[config.mk]
export PLATFORM = sky130hd
export DESIGN_NAME = inst_fetch
export DESIGN_NICKNAME = d
export VERILOG_FILES = /design/src/rtl/fetch_pkg.sv /design/src/rtl/fetch_buf.sv /design/src/rtl/inst_fetch.sv
export SDC_FILE = /design/constraint.sdc
export NUM_CORES = 1
export LEC_CHECK = 0
export ABC_CLOCK_PERIOD_IN_PS = 2400
export CAP_MARGIN = 20
export CORE_UTILIZATION = 23
export CTS_CLUSTER_SIZE = 25
export DETAILED_ROUTE_END_ITERATION = 10
export PLACE_DENSITY_LB_ADDON = 0.12
export SLEW_MARGIN = 20
export SYNTH_ARGS = -nofsm -noshare
export SYNTH_HDL_FRONTEND = slang
export SYNTH_SLANG_ARGS = --single-unit
[constraint.sdc]
create_clock -name clk -period 2.4 [get_ports clk]
set_input_delay 0.48 -clock clk [delete_from_list [all_inputs] [get_ports clk]]
set_output_delay 0.48 -clock clk [all_outputs]
set_load 0.05 [all_outputs]
[src/rtl/fetch_pkg.sv]
// Shared types and constants for the instruction fetch unit and its buffer.
package fetch_pkg;

  localparam logic [31:0] RESET_PC  = 32'h0000_0000;
  localparam logic [31:0] PC_STEP   = 32'd4;
  localparam logic [1:0]  BUF_DEPTH = 2'd2;

  typedef enum logic {
    RUN  = 1'b0,
    HALT = 1'b1
  } fetch_state_t;

  typedef struct packed {
    logic [31:0] pc;
    logic [31:0] inst;
  } fetch_entry_t;

endpackage

[src/rtl/fetch_buf.sv]
// Two-entry in-order FIFO of {pc, inst} pairs with push/pop/flush.
// The head entry comes straight from flops, so the fetch outputs are registered.
module fetch_buf
  import fetch_pkg::*;
(
  input  logic         clk,
  input  logic         rst_n,
  input  logic         push,
  input  fetch_entry_t push_entry,
  input  logic         pop,
  input  logic         flush,
  output logic [1:0]   count,
  output logic         head_valid,
  output fetch_entry_t head
);

  fetch_entry_t entry0_q, entry0_d;
  fetch_entry_t entry1_q, entry1_d;
  logic         wr_q, wr_d;
  logic         rd_q, rd_d;
  logic [1:0]   count_q, count_d;

  always_comb begin
    entry0_d = entry0_q;
    entry1_d = entry1_q;
    wr_d     = wr_q;
    rd_d     = rd_q;
    count_d  = count_q;
    if (flush) begin
      wr_d    = 1'b0;
      rd_d    = 1'b0;
      count_d = 2'd0;
    end else begin
      if (push) begin
        if (wr_q) entry1_d = push_entry;
        else      entry0_d = push_entry;
        wr_d = ~wr_q;
      end
      if (pop) rd_d = ~rd_q;
      count_d = count_q + {1'b0, push} - {1'b0, pop};
    end
  end

  always_ff @(posedge clk or negedge rst_n) begin
    if (!rst_n) begin
      entry0_q <= '0;
      entry1_q <= '0;
      wr_q     <= 1'b0;
      rd_q     <= 1'b0;
      count_q  <= 2'd0;
    end else begin
      entry0_q <= entry0_d;
      entry1_q <= entry1_d;
      wr_q     <= wr_d;
      rd_q     <= rd_d;
      count_q  <= count_d;
    end
  end

  assign count      = count_q;
  assign head_valid = (count_q != 2'd0);
  assign head       = rd_q ? entry1_q : entry0_q;

endmodule

[src/rtl/inst_fetch.sv]
// Instruction fetch unit: PC, memory request, redirect handling and fetch buffer.
// Optional misaligned-redirect exception enabled by FETCH_MISALIGN_EXC_EN.
module inst_fetch
  import fetch_pkg::*;
#(
  parameter logic [31:0] RESET_PC_P = RESET_PC
) (
  input  logic        clk,
  input  logic        rst_n,
  output logic        im_ce,
  output logic [31:0] im_addr,
  input  logic [31:0] im_data,
  output logic        if_valid,
  output logic [31:0] if_pc,
  output logic [31:0] if_inst,
  input  logic        id_ready,
  input  logic        redir_valid,
  input  logic [31:0] redir_pc,
  output logic        exc_valid,
  output logic [31:0] exc_pc
);

  fetch_state_t state_q, state_d;
  logic [31:0]  pc_q, pc_d;
  logic [1:0]   count;
  logic         pop;
  logic         buf_flush;
  fetch_entry_t head;
  fetch_entry_t push_entry;

`ifdef FETCH_MISALIGN_EXC_EN
  logic         exc_valid_q, exc_valid_d;
  logic [31:0]  exc_pc_q, exc_pc_d;
`endif

  assign pop = if_valid & id_ready;

  // Redirect wins over everything: it flushes the buffer and suppresses this cycle's fetch.
  always_comb begin
    state_d   = state_q;
    pc_d      = pc_q;
    im_ce     = 1'b0;
    buf_flush = 1'b0;
`ifdef FETCH_MISALIGN_EXC_EN
    exc_valid_d = exc_valid_q;
    exc_pc_d    = exc_pc_q;
`endif
    if (redir_valid) begin
      buf_flush = 1'b1;
`ifdef FETCH_MISALIGN_EXC_EN
      pc_d = redir_pc;
      if (redir_pc[1:0] != 2'b00) begin
        exc_valid_d = 1'b1;
        exc_pc_d    = redir_pc;
        state_d     = HALT;
      end else begin
        exc_valid_d = 1'b0;
        state_d     = RUN;
      end
`else
      pc_d    = redir_pc & ~32'h3;
      state_d = RUN;
`endif
    end else if (state_q == RUN) begin
      im_ce = (count < BUF_DEPTH) | pop;
      if (im_ce) pc_d = pc_q + PC_STEP;
    end
  end

  always_ff @(posedge clk or negedge rst_n) begin
    if (!rst_n) begin
      state_q <= RUN;
      pc_q    <= RESET_PC_P;
    end else begin
      state_q <= state_d;
      pc_q    <= pc_d;
    end
  end

`ifdef FETCH_MISALIGN_EXC_EN
  always_ff @(posedge clk or negedge rst_n) begin
    if (!rst_n) begin
      exc_valid_q <= 1'b0;
      exc_pc_q    <= 32'h0;
    end else begin
      exc_valid_q <= exc_valid_d;
      exc_pc_q    <= exc_pc_d;
    end
  end
  assign exc_valid = exc_valid_q;
  assign exc_pc    = exc_pc_q;
`else
  assign exc_valid = 1'b0;
  assign exc_pc    = 32'h0;
`endif

  assign im_addr         = {pc_q[31:2], 2'b00};
  assign push_entry.pc   = im_addr;
  assign push_entry.inst = im_data;

  fetch_buf u_buf (
    .clk        (clk),
    .rst_n      (rst_n),
    .push       (im_ce),
    .push_entry (push_entry),
    .pop        (pop & ~redir_valid),
    .flush      (buf_flush),
    .count      (count),
    .head_valid (if_valid),
    .head       (head)
  );

  assign if_pc   = head.pc;
  assign if_inst = head.inst;

endmodule
; Yosys cells after proc, flatten, opt, wreduce, memory -nomap -nowiden
; Index checks and enable logic that the tools add are counted.
[classes]
n_mux = 10
bitwise_logic = 7
order_cmp = 1
add_sub_neg = 3
n_reduce_logical = 6
[ops]
columns = operator, count
row1 = $mux W32, 2
row2 = $mux W64, 1
row3 = $add A32 B3 Y32 const B, 1
row4 = $reduce_bool A2 Y1, 4
row5 = $mux W1, 6
row6 = $reduce_and A3 Y1, 2
row7 = $not A1 Y1, 4
row8 = $add A2 B1 Y2, 1
row9 = $and A1 B1 Y1, 2
row10 = $lt A2 B2 Y1 const B, 1
row11 = $mux W2, 1
row12 = $sub A2 B1 Y2, 1
row13 = $or A1 B1 Y1, 1
[totals]
word_cells = 35
out_inout_bits = 131
in_bits = 68
ff_bits = 160

; Depth between registers and ports, before layout
[depth]
depth_word = 7
mapped_depth = 8
mapped_depth_nobuf = 8

; By module
; From an unflattened synthesis, not the netlist that was laid out.
[unflattened]
hier_cells = 603
area_unflattened_um2 = 8191.6
[modules_own_cells]
columns = mod, area_each_um2, instances, seq_area_each_um2, cells_each
row1 = fetch_buf, 6144.6, 1, 3303.2, 359
row2 = inst_fetch, 2047.0, 1, 750.7, 244

; Least setup slack after synthesis
; OpenSTA, ideal clock, no wires.
[synth_path]
path_kind = flip-flop to flip-flop
startpoint = register pc_q[10]
endpoint = register pc_q[29]
t_arrival_ns = 2.269
t_required_ns = 2.318
synth_period_minus_slack_ns = 2.351
setup_slack_ns = 0.049
setup_time_ns = 0.082
path_buffers = 1
path_stages_with_launch = 6
cell_sequence = dfrtp_1 nand4_4 or4_4 buf_6 or4_1 a31oi_1
[synth_via]
elab_chain_len = 3
[synth_lines]
columns = element, line
row1 = start: declaration, inst_fetch.sv:24  ; logic [31:0] pc_q, pc_d;
row2 = start signal: assignment, inst_fetch.sv:76  ; pc_q <= pc_d;
row3 = $add A32 B3 Y32, inst_fetch.sv:66  ; if (im_ce) pc_d = pc_q + PC_STEP;
row4 = $mux W32, inst_fetch.sv:66
row5 = $mux W32, inst_fetch.sv:48  ; if (redir_valid) begin
; No other way between the ends. The select of a mux whose other input is x is not followed.
; A chain may end at the register's enable or synchronous reset.

; Worst setup path after layout
[layout_path]
startpoint = register pc_q[23]
endpoint = output port im_addr[23]
[layout_rtl]
columns = element, line
row1 = end: declaration, inst_fetch.sv:11  ; output logic [31:0] im_addr,
; No word-level cell between the ends.

==> results.json <==
{
  "chipHeight_um": 184,
  "crit_chain": "clkdlybuf4s50_1",
  "syn_avg_cell_area_um2": 12.6,
  "cpPeakStageDelay_ns": 0.89,
  "htree_levels": 4,
  "clock_skew_ns": 0.0119,
  "status": "complete, no violations",
  "r2r_cells": 4,
  "diodes": 0,
  "routed_wl_um": 20900,
  "critPathCapture": "im_addr[23]",
  "grt_pass1_wl_um": 33000,
  "post-route-drc-count": 0,
  "ant_nets": 0,
  "r2r_start": "pc_q[18]",
  "required_ns": 1.92,
  "regToRegSetupSlack_ns": 0.22,
  "p_leak_nw": 4.27,
  "synth_seq_cells": 158,
  "cts_buffer_depth": 2,
  "viasPerCell": 4.34,
  "synth_cell_type_count": 44,
  "vias": 5395,
  "timing.rr.end": "pc_q[31]",
  "finalCriticalPeriod_ns": 2.34,
  "synth_common_cells": "mux2_2 (186), dfrtp_1 (158), buf_4 (38)",
  "synth_area_leaders": "dfrtp_1 (52%), mux2_2 (27%), buf_4 (3.7%)",
  "cts-root-buf": "clkbuf_16",
  "wl_per_cell_um": 16.8,
  "grt_max_degree": 53,
  "cp_num_buf_inv": 1,
  "drv_slew": 0,
  "setup_tns_ns": 0,
  "gp_congestion": 0.707,
  "p_per_area_mw_per_mm2": 1360,
  "seq_area_frac_synth": 0.518,
  "final_util": 0.319,
  "slew_headroom": 0.570,
  "die_w_um": 184,
  "insertion_delay_ns": 0.44,
  "worst-path-stages": 1,
  "rows": 66,
  "die_area_mm2": 0.0339,
  "drv_cap": 0,
  "netlist_instances": 606,
  "netlist_area_mm2": 0.00763,
  "portBuffers": 159,
  "start_util": 0.234,
  "use_met2": 0.216,
  "overflow": 0,
  "start_kind": "register",
  "final_layout_size_suffix_gt1_frac": 0.415,
  "yosysTopAreaCellShare": 0.518,
  "dpl.hpwl_um": 14600,
  "rsz0062_at_grt": "false",
  "drtIter0Drc": 206,
  "cp-end-kind": "primary output",
  "min_period_over_period": 0.975,
  "cts_tree": "built",
  "critPathSlowestCell": "clkdlybuf4s50_1",
  "ir_worst_vdd_mv": 0.770,
  "core_mm2": 0.0326,
  "hold_viol": 0,
  "critPathMaxFanout": 10,
  "worstSetupPathType": "reg2out",
  "boundaryPins": 199,
  "first_pass_iters": 4,
  "hold_path.class": "reg2reg",
  "synth_top_area_cell": "dfrtp_1",
  "synth_edf_count": 0,
  "met1_usage": 0.163,
  "clk_pin_slew_ns": 0.07,
  "crit_family": "buffers and inverters",
  "grtUsageMet3": 0.0247,
  "nets": 861,
  "numCtsBuffers": 17,
  "setup_viol": 0,
  "grt_pass1_vias": 5787,
  "synth_most_common_cell": "mux2_2",
  "antenna_found_initial": 0,
  "worst_slew_pin_slew_ns": 0.638,
  "max_freq_mhz": 427,
  "async_flop_share": 1.00,
  "synth_flop_cell": "dfrtp_1",
  "grt_busiest_layer": "met2",
  "clkSinkCount": 158,
  "grtUsageTotal": 0.128,
  "yosysWarnings": 0,
  "startpoint": "pc_q[23]",
  "crit_arrival_ns": 1.86,
  "areaGrowthSynthToFinish_pct": 36.3
}
## through the flow
| step | cells | power (W) | hold WS (ns) | setup WS [ns] | cell area, um2 |
|---|---|---|---|---|---|
| after CTS | 1244 | 0.0144 | 0.507 | 0.0134 | 10400 |
| final | 1244 | 0.0142 | 0.501 | 0.0603 | 10400 |
| after global routing | 1244 | 0.0150 | 0.516 | 0.0108 | 10400 |
| after global placement | 1211 | 0.0112 | 0.422 | 0.0661 | 9750 |
| after detailed placement | 1211 | 0.0114 | 0.423 | 0.0252 | 9750 |
| after floorplan | 642 | 0.00926 | 0.184 | 0.0488 | 7770 |
## cell usage in the layout (no fill, tap or decap), types with 3 or more instances in the layout
cell             Yosys  layout
mux2_2             186     186
dfrtp_1            158     157
clkdlybuf4s50_1      0      93
buf_4               38      92
conb_1               1      37
nand2_1             26      26
nor2_1              22      22
or4_1               18      18
clkbuf_16            0      17
nand3_1             15      15
a31oi_1             14      14
o31ai_1             13      13
o21ai_0             11      11
buf_12               0      11
nand4_1             10      10
inv_1                9       9
xor2_1               6       6
xnor2_1              5       5
o211ai_1             5       5
nor2b_1              3       3
and3_1               4       3
or3_2                3       3
ha_1                 3       3
bufinv_16            0       3
inv_6                0       3
clkinv_4             0       3
## flip-flops by register name (all words and copies together), names as in the netlist
register,flops
pc_q,30
u_buf.wr_q,1
u_buf.rd_q,1
u_buf.entry0_q,62
u_buf.count,2
u_buf.entry1_q,62
## worst register-to-register path, delay by kind of cell (launching register included)
kind             cells  cell delay [ns]
AND/OR/NAND/NOR      3             1.47
flip-flops           1             0.44
AO/OA/AOI/OAI        1             0.19
## power by group
part           switching (W)  total (W)  internal (W)
sequential          0.000578    0.00430       0.00372
combinational        0.00416    0.00696       0.00279
clock                0.00122    0.00291       0.00169
total                0.00597     0.0142       0.00820
## cells by family (layout without fill, tap and decap cells)
group / count (synthesis) / count (layout) / synth area share
other: 1 / 37 / 0.000491
and+or+nand+nor: 118 / 118 / 0.0859
muxes: 187 / 187 / 0.276
DFF: 158 / 158 / 0.518
adders and majority gates: 3 / 3 / 0.00492
AOI/OAI and AO/OA: 47 / 47 / 0.0402
buffers and inverters: 81 / 241 / 0.0621
xor gates and xnor gates: 11 / 11 / 0.0126
## how the worst min path moves through the flow
| stage | from | endpoint | cells past startpoint |
|---|---|---|---|
| floorplan | rst_n | pc_q[10] | 0 |
| finish | u_buf.entry0_q[23] | u_buf.entry0_q[23] | 1 |
| global placement | rst_n | u_buf.entry1_q[44] | 1 |
| global route | u_buf.entry1_q[23] | u_buf.entry1_q[23] | 1 |
| CTS | u_buf.entry0_q[27] | u_buf.entry0_q[27] | 1 |
| detailed placement | rst_n | u_buf.entry0_q[44] | 1 |
## layer usage
metal / share of wire / vias up
li1: - / 2476
met5: 0 / -
met1: 0.45 / 2770
met2: 0.49 / 136
met3: 0.042 / 13
met4: 0.012 / 0
## repair_timing
item | CTS | global route
resized for setup | 1 | 1
hold buffers | 1 | 0
setup endpoints to repair | 22 | 1
buffers inserted | 1 | 0
endpoints found under the hold margin | 35 | 0
## cell type report
class                           instances  area (um2)
Clock buffer                           18         439
Timing Repair Buffer                  200        1880
Fill cell                            3316       22200
Inverter                               10        37.5
Clock inverter                         13         180
Sequential cell                       158        3960
Tap cell                              442         553
Multi-Input combinational cell        403        3350
No activity file was read; power rests on OpenSTA's default activity.
